<file path="src/rtl/stack_machine_pkg.sv">
// Shared stack-machine definitions: opcodes,
// fetch FSM states and operand decoding.
package stack_machine_pkg;

  localparam logic [7:0] OP_ADD = 8'd0;
  localparam logic [7:0] OP_SUB = 8'd1;
  localparam logic [7:0] OP_MUL = 8'd2;
  localparam logic [7:0] OP_DIV = 8'd3;
  localparam logic [7:0] OP_MOD = 8'd4;
  localparam logic [7:0] OP_AND = 8'd5;
  localparam logic [7:0] OP_OR  = 8'd6;
  localparam logic [7:0] OP_XOR = 8'd7;
  localparam logic [7:0] OP_NOT = 8'd8;
  localparam logic [7:0] OP_NEG = 8'd9;
  localparam logic [7:0] OP_SHL = 8'd10;
  localparam logic [7:0] OP_SHR = 8'd11;
  localparam logic [7:0] OP_CMP = 8'd12;
  localparam logic [7:0] OP_PSI = 8'd13;
  localparam logic [7:0] OP_PSH = 8'd14;
  localparam logic [7:0] OP_STR = 8'd15;
  localparam logic [7:0] OP_LOD = 8'd16;
  localparam logic [7:0] OP_DUP = 8'd17;
  localparam logic [7:0] OP_DRP = 8'd18;
  localparam logic [7:0] OP_SWP = 8'd19;
  localparam logic [7:0] OP_JMP = 8'd20;
  localparam logic [7:0] OP_JPZ = 8'd21;
  localparam logic [7:0] OP_JPN = 8'd22;
  localparam logic [7:0] OP_CAL = 8'd23;
  localparam logic [7:0] OP_RET = 8'd24;
  localparam logic [7:0] OP_CAR = 8'd25;
  localparam logic [7:0] OP_FIN = 8'd26;
  localparam logic [7:0] OP_NUL = 8'd27;

  typedef enum logic [2:0] {
    S_OP,
    S_ARG,
    S_OUT,
    S_WAIT,
    S_HALT
  } fetch_state_e;

  function automatic logic has_operand(
    input logic [7:0] op
  );
    case (op)
      OP_PSI, OP_PSH, OP_STR,
      OP_JMP, OP_JPZ, OP_JPN,
      OP_CAL, OP_CAR: has_operand = 1'b1;
      default:        has_operand = 1'b0;
    endcase
  endfunction

  function automatic logic is_ctrl(
    input logic [7:0] op
  );
    is_ctrl = (op >= OP_JMP) && (op <= OP_CAR);
  endfunction

endpackage

</file>
<file path="src/rtl/fetch_unit_if.sv">
// Fetch bus: program memory port, instruction
// handshake to execute and branch resolution.
interface fetch_unit_if;
  import stack_machine_pkg::*;

  logic [7:0] mem_addr;
  logic [7:0] mem_data;
  logic       instr_valid;
  logic       instr_ready;
  logic [7:0] instr_op;
  logic [7:0] instr_arg;
  logic [7:0] instr_pc;
  logic       resolve_valid;
  logic       resolve_taken;
  logic [7:0] resolve_addr;
  logic       halted;

  modport master (
    output mem_addr,
    input  mem_data,
    output instr_valid,
    input  instr_ready,
    output instr_op,
    output instr_arg,
    output instr_pc,
    input  resolve_valid,
    input  resolve_taken,
    input  resolve_addr,
    output halted
  );

  modport slave (
    input  mem_addr,
    output mem_data,
    input  instr_valid,
    output instr_ready,
    input  instr_op,
    input  instr_arg,
    input  instr_pc,
    output resolve_valid,
    output resolve_taken,
    output resolve_addr,
    input  halted
  );

endinterface

</file>
<file path="src/rtl/fetch_unit.sv">
// Byte-serial instruction fetch: assembles
// opcode+operand, stalls on control flow.
module fetch_unit
  import stack_machine_pkg::*;
#(
  parameter logic [7:0] RESET_PC = 8'd0
) (
  input  logic         clk,
  input  logic         rst_n,
  fetch_unit_if.master bus
);

  fetch_state_e state_q, state_d;
  logic [7:0]   pc_q, pc_d;
  logic [7:0]   op_q, op_d;
  logic [7:0]   arg_q, arg_d;
  logic [7:0]   ipc_q, ipc_d;

  assign bus.mem_addr    = pc_q;
  assign bus.instr_valid = (state_q == S_OUT);
  assign bus.instr_op    = op_q;
  assign bus.instr_arg   = arg_q;
  assign bus.instr_pc    = ipc_q;
  assign bus.halted      = (state_q == S_HALT);

  // Next-state and datapath for the fetch FSM.
  always_comb begin
    state_d = state_q;
    pc_d    = pc_q;
    op_d    = op_q;
    arg_d   = arg_q;
    ipc_d   = ipc_q;
    unique case (state_q)
      S_OP: begin
        op_d  = bus.mem_data;
        ipc_d = pc_q;
        pc_d  = pc_q + 8'd1;
        if (has_operand(bus.mem_data)) begin
          state_d = S_ARG;
        end else begin
          arg_d   = 8'd0;
          state_d = S_OUT;
        end
      end
      S_ARG: begin
        arg_d   = bus.mem_data;
        pc_d    = pc_q + 8'd1;
        state_d = S_OUT;
      end
      S_OUT: begin
        if (bus.instr_ready) begin
          if (op_q == OP_FIN)
            state_d = S_HALT;
          else if (is_ctrl(op_q))
            state_d = S_WAIT;
          else
            state_d = S_OP;
        end
      end
      S_WAIT: begin
        if (bus.resolve_valid) begin
          if (bus.resolve_taken)
            pc_d = bus.resolve_addr;
          state_d = S_OP;
        end
      end
      S_HALT: begin
        state_d = S_HALT;
      end
      default: begin
        state_d = S_OP;
      end
    endcase
  end

  // State registers; reset drops any in-flight fetch.
  always_ff @(posedge clk or negedge rst_n) begin
    if (!rst_n) begin
      state_q <= S_OP;
      pc_q    <= RESET_PC;
      op_q    <= 8'd0;
      arg_q   <= 8'd0;
      ipc_q   <= RESET_PC;
    end else begin
      state_q <= state_d;
      pc_q    <= pc_d;
      op_q    <= op_d;
      arg_q   <= arg_d;
      ipc_q   <= ipc_d;
    end
  end

endmodule

</file>
<file path="src/flat_wrapper.sv">
// flat-port wrapper written by rule: the top's interface ports become plain ports
module fetch_unit_flat import stack_machine_pkg::*;
#(
  parameter logic [7:0] RESET_PC = 8'd0
)
  (clk, rst_n, bus_mem_addr, bus_mem_data, bus_instr_valid, bus_instr_ready, bus_instr_op, bus_instr_arg, bus_instr_pc, bus_resolve_valid, bus_resolve_taken, bus_resolve_addr, bus_halted);
  fetch_unit_if bus_i ();
  input  logic clk;
  input  logic rst_n;
  output wire logic [$bits(bus_i.mem_addr)-1:0] bus_mem_addr;
  input wire logic [$bits(bus_i.mem_data)-1:0] bus_mem_data;
  output wire logic [$bits(bus_i.instr_valid)-1:0] bus_instr_valid;
  input wire logic [$bits(bus_i.instr_ready)-1:0] bus_instr_ready;
  output wire logic [$bits(bus_i.instr_op)-1:0] bus_instr_op;
  output wire logic [$bits(bus_i.instr_arg)-1:0] bus_instr_arg;
  output wire logic [$bits(bus_i.instr_pc)-1:0] bus_instr_pc;
  input wire logic [$bits(bus_i.resolve_valid)-1:0] bus_resolve_valid;
  input wire logic [$bits(bus_i.resolve_taken)-1:0] bus_resolve_taken;
  input wire logic [$bits(bus_i.resolve_addr)-1:0] bus_resolve_addr;
  output wire logic [$bits(bus_i.halted)-1:0] bus_halted;
  assign bus_mem_addr = bus_i.mem_addr;
  assign bus_i.mem_data = bus_mem_data;
  assign bus_instr_valid = bus_i.instr_valid;
  assign bus_i.instr_ready = bus_instr_ready;
  assign bus_instr_op = bus_i.instr_op;
  assign bus_instr_arg = bus_i.instr_arg;
  assign bus_instr_pc = bus_i.instr_pc;
  assign bus_i.resolve_valid = bus_resolve_valid;
  assign bus_i.resolve_taken = bus_resolve_taken;
  assign bus_i.resolve_addr = bus_resolve_addr;
  assign bus_halted = bus_i.halted;
  fetch_unit #(.RESET_PC(RESET_PC)) u_core (.clk(clk), .rst_n(rst_n), .bus(bus_i));
endmodule
</file>
<file path="config.mk">
export PLATFORM = sky130hd
export DESIGN_NAME = fetch_unit_flat
export DESIGN_NICKNAME = d
export VERILOG_FILES = /design/src/rtl/stack_machine_pkg.sv /design/src/rtl/fetch_unit_if.sv /design/src/rtl/fetch_unit.sv /design/src/flat_wrapper.sv
export SDC_FILE = /design/constraint.sdc
export NUM_CORES = 1
export LEC_CHECK = 0
export CAP_MARGIN = 20
export CORE_MARGIN = 2
export CORE_UTILIZATION = 45
export CTS_BUF_LIST = sky130_fd_sc_hd__clkbuf_16
export DETAILED_ROUTE_END_ITERATION = 6
export PLACE_DENSITY_LB_ADDON = 0.15
export SYNTH_ARGS = -nofsm -noshare
export SYNTH_HDL_FRONTEND = slang
export SYNTH_SLANG_ARGS = --single-unit
</file>
<file path="constraint.sdc">
create_clock -name clk -period 2.1 [get_ports clk]
set_input_delay 0.21 -clock clk [delete_from_list [all_inputs] [get_ports clk]]
set_output_delay 0.21 -clock clk [all_outputs]
set_load 0.005 [all_outputs]
</file>
==> impl_metrics.xml <==
<?xml version="1.0" encoding="UTF-8"?>
<metrics>
  <group name="sta">
    <metric name="rsz0062_at_grt" unit="">no</metric>
    <metric name="post-route-period-util" unit="%">84.8</metric>
    <metric name="setup_tns" unit="ns">0</metric>
    <metric name="final-hold-violation-count" unit="">0</metric>
    <metric name="max_slew.worst_pin.slew" unit="ns">0.520</metric>
    <metric name="timing_limited_maximum_frequency" unit="MHz">561</metric>
    <metric name="period_needed" unit="ns">1.78</metric>
    <metric name="maxSlewHeadroom" unit="%">64.8</metric>
    <metric name="final.setup_skew" unit="ns">0.00557</metric>
    <metric name="slew_violations" unit="">0</metric>
    <metric name="setup_violations" unit="">0</metric>
    <metric name="hold_slack" unit="ns">0.352</metric>
  </group>
  <group name="route">
    <metric name="drt-wirelength-per-cell" unit="µm">15.8</metric>
    <metric name="drtIter0Drc" unit="">71</metric>
    <metric name="via_count" unit="">1331</metric>
    <metric name="detail_route.first_pass.iterations" unit="">4</metric>
    <metric name="drc" unit="">0</metric>
    <metric name="drt-vias-per-instance" unit="">5.43</metric>
    <metric name="wirelength" unit="µm">3870</metric>
    <metric name="detail-route-antenna-nets" unit="">0</metric>
  </group>
  <group name="pwr">
    <metric name="seq_power_share" unit="%">36.3</metric>
    <metric name="power_frac_comb" unit="%">43.6</metric>
    <metric name="power.leakage" unit="nW">1.01</metric>
    <metric name="power_report.internal_total" unit="mW">2.30</metric>
    <metric name="switching_share" unit="%">31.4</metric>
    <metric name="power_density" unit="nW/µm²">1420</metric>
    <metric name="p_switching" unit="mW">1.06</metric>
    <metric name="pwr-share-clk" unit="%">20.2</metric>
    <metric name="vdd.ir_drop.worst" unit="V">0.000692</metric>
  </group>
  <group name="synth">
    <metric name="synth_xor_area_share" unit="%">0</metric>
    <metric name="yosysTopAreaCell" unit="">dfrtp_1</metric>
    <metric name="synth_edf_count" unit="">0</metric>
    <metric name="synthAdderAreaFrac" unit="%">0.762</metric>
    <metric name="synth_top_area_share" unit="%">53.3</metric>
    <metric name="ys_seq_elements" unit="">35</metric>
    <metric name="share_of_synthesized_registers_carrying_an_async_set_or_reset" unit="%">100</metric>
    <metric name="post_synth_and_or_nand_nor_area_fraction" unit="%">13.7</metric>
    <metric name="syn-num-nets" unit="">162</metric>
    <metric name="netlist_top_cells_count" unit="">dfrtp_1, mux2_2, a21oi_1</metric>
    <metric name="post_synth_mux_area_share" unit="%">11.6</metric>
    <metric name="yosysSeqAreaShare" unit="%">53.3</metric>
    <metric name="synthesis.yosys.warnings" unit="">0</metric>
    <metric name="post_synth_cell_types" unit="">37</metric>
    <metric name="synth_compound_area_share" unit="%">17.1</metric>
    <metric name="syn-mean-instance-area" unit="µm²">11.7</metric>
    <metric name="dominantRegCellSynth" unit="">dfrtp_1</metric>
    <metric name="most_instantiated_library_cell_after_synthesis" unit="">dfrtp_1</metric>
    <metric name="netlist_area" unit="µm²">1640</metric>
    <metric name="syn-instance-count" unit="">140</metric>
    <metric name="dominant_combinational_cell_family_by_area_after_synthesis" unit="">compound AO/OA/AOI/OAI gates</metric>
    <metric name="post_synth_main_area_contributors" unit="">dfrtp_1, mux2_2, a22o_1, a21oi_1, nand3_1</metric>
  </group>
  <group name="global_route">
    <metric name="grt_start_max_net_pins" unit="">36</metric>
    <metric name="grt_pass1_wl" unit="µm">6690</metric>
    <metric name="grt_antenna_before_repair" unit="">0</metric>
    <metric name="total_routing_resource_utilization_after_global_routing" unit="%">21.2</metric>
    <metric name="grt_pass1_vias" unit="">1332</metric>
    <metric name="grt-ovfl-total" unit="">0</metric>
  </group>
  <group name="worst_setup_path">
    <metric name="critical_path.max_stage_delay" unit="ns">0.52</metric>
    <metric name="cp_num_cells" unit="">4</metric>
    <metric name="cp-end-kind" unit="">flop</metric>
    <metric name="worst_setup_path_start_kind" unit="">flop</metric>
    <metric name="criticalPathCategory" unit="">reg2reg</metric>
    <metric name="cp_cell_sequence" unit="">nor4b_1 &gt; nand2_1 &gt; or4b_1 &gt; a21oi_1</metric>
    <metric name="slowest_stage" unit="">nor4b_1</metric>
    <metric name="cp_num_buf_inv" unit="">0</metric>
    <metric name="critical_path_peak_fanout" unit="">3</metric>
    <metric name="worst-endpoint-arrival" unit="ns">1.98</metric>
    <metric name="family_with_the_most_delay_on_the_worst_path" unit="">simple AND/OR/NAND/NOR gates</metric>
    <metric name="data_required_time_at_the_worst_endpoint" unit="ns">2.30</metric>
    <metric name="worst-r2r-cell-count" unit="">4</metric>
    <metric name="rrSetupSlack" unit="ns">0.32</metric>
  </group>
  <group name="final_layout">
    <metric name="layout_fillers" unit="">281</metric>
    <metric name="finish.net_count" unit="">221</metric>
    <metric name="post_route_cells_drive_above_1_share" unit="%">16.1</metric>
    <metric name="area_growth_syn_to_layout" unit="%">43.7</metric>
    <metric name="multi_input_comb_area" unit="µm²">708</metric>
    <metric name="num_antenna_cells" unit="">0</metric>
    <metric name="seq_area" unit="µm²">876</metric>
  </group>
  <group name="clock_network">
    <metric name="cts_setup_buffers" unit="">0</metric>
    <metric name="cts.path.max_buffers" unit="">2</metric>
    <metric name="cts_repair_resizes" unit="">0</metric>
    <metric name="clock_sinks" unit="">35</metric>
    <metric name="cts_htree_levels" unit="">2</metric>
    <metric name="clock_transition_at_the_register_clock_pins_on_the_worst_setup_and_hold_paths_after_cts" unit="ns">0.05</metric>
    <metric name="tritoncts_clock_tree" unit="">done</metric>
    <metric name="ctsHoldBuffers" unit="">0</metric>
    <metric name="clk_root_buffer_cell" unit="">clkbuf_16</metric>
    <metric name="number_of_cts_inserted_buffers" unit="">5</metric>
    <metric name="insertion_delay" unit="ns">0.28</metric>
  </group>
  <group name="floorplanning">
    <metric name="chipHeight" unit="µm">64.4</metric>
    <metric name="io_pins" unit="">55</metric>
    <metric name="fp.dieArea" unit="µm²">4150</metric>
    <metric name="num_rows" unit="">21</metric>
    <metric name="core-area" unit="µm²">3420</metric>
    <metric name="floorplan.initialDensity" unit="%">48.1</metric>
    <metric name="die_width" unit="µm">64.4</metric>
  </group>
  <group name="job">
    <metric name="number_of_violations_of_the_max_capacitance_limit" unit="">0</metric>
  </group>
  <group name="place">
    <metric name="dp.final_hpwl" unit="µm">2690</metric>
    <metric name="gp_congestion" unit="">0.802</metric>
    <metric name="io_buffers" unit="">54</metric>
  </group>
  <group name="run_status">
    <metric name="run_status" unit="">finished, final reports clean</metric>
  </group>
  <group name="hold_path">
    <metric name="worstHoldPathType" unit="">in2async</metric>
  </group>
</metrics>
path summary, 6_finish.rpt:
path / startpoint / end
min in group clk: u_core.bus.instr_pc[3] / u_core.bus.instr_pc[3]
setup / recovery: u_core.bus.instr_op[6] / u_core.state_q[2]
max in group asynchronous: rst_n / u_core.bus.instr_pc[7]
hold reg to reg: u_core.bus.instr_pc[3] / u_core.bus.instr_pc[3]
hold / removal: rst_n / u_core.bus.instr_pc[2]
setup reg to reg: u_core.bus.instr_op[6] / u_core.state_q[2]
metrics by stage:
| stage | instance area, µm² | cells | utilization (%) | worst slack (ns) | total power, mW |
|---|---|---|---|---|---|
| 2_1_floorplan | 1640 | 140 | - | 0.495 | 1.92 |
| 3_5_place_dp | 2230 | 238 | 65.2 | 0.260 | 2.69 |
| 6_report | 2360 | 245 | 69.1 | 0.319 | 3.36 |
| 3_3_place_gp | 2230 | 238 | 65.2 | 0.336 | 2.64 |
| 5_1_grt | 2360 | 245 | 69.1 | 0.198 | 3.61 |
| 4_1_cts | 2360 | 245 | 69.1 | 0.318 | 3.40 |
power groups by stage:
| stage | logic (mW) | clock network, mW | registers [mW] |
|---|---|---|---|
| after global placement | 1.44 | 0 | 1.21 |
| after detailed placement | 1.47 | 0 | 1.22 |
| after CTS | 1.48 | 0.700 | 1.22 |
| final | 1.46 | 0.677 | 1.22 |
| after floorplan | 0.739 | 0 | 1.18 |
| after global routing | 1.61 | 0.738 | 1.26 |
logic make-up (layout without fill, tap and decap cells):
| group | count (synthesis) | count (layout) |
|---|---|---|
| adders and majority gates | 1 | 1 |
| DFF | 35 | 35 |
| muxes | 17 | 17 |
| AOI/OAI and AO/OA | 41 | 41 |
| buffers and inverters | 9 | 68 |
| and+or+nand+nor | 37 | 37 |
per-layer routing:
metal | global-route usage [%] | wire length [µm] | up-vias
li1 | - | - | 645
met1 | 30.1 | 1870 | 635
met4 | 7.18 | 19 | 0
met5 | 0 | 0 | -
met3 | 6.94 | 260 | 2
met2 | 30.7 | 1730 | 49
final cells by class:
cell class                 count  share of cell area, %
multi-input combinational     96                   30.0
clock buffer                   5                   5.30
sequential                    35                   37.1
clock inverter                 2                  0.371
timing repair buffer          59                   24.5
inverter                       2                  0.318
tap                           46                   2.44
cell usage in the layout, fill, tap and decap left out, types with 2 or more instances in the layout:
cell	netlist	final
and3_1	2	2
nand2b_1	5	5
a21oi_1	12	12
nand2_1	7	7
nand3_1	9	9
o22ai_1	3	3
clkbuf_16	0	5
a22o_1	8	8
buf_4	2	5
nor2_1	3	3
mux2_2	16	16
o21ai_0	6	6
dfrtp_1	35	35
o2111ai_1	2	2
a2bb2oi_1	3	3
inv_1	2	2
nor3_1	2	2
clkdlybuf4s50_1	0	54
state kept, by name, indices dropped and copies added, names as in the netlist:
signal,count
u_core.bus.instr_op,8
u_core.state_q,3
u_core.bus.instr_arg,8
u_core.bus.mem_addr,8
u_core.bus.instr_pc,8
(Power assumes the default switching activity.)
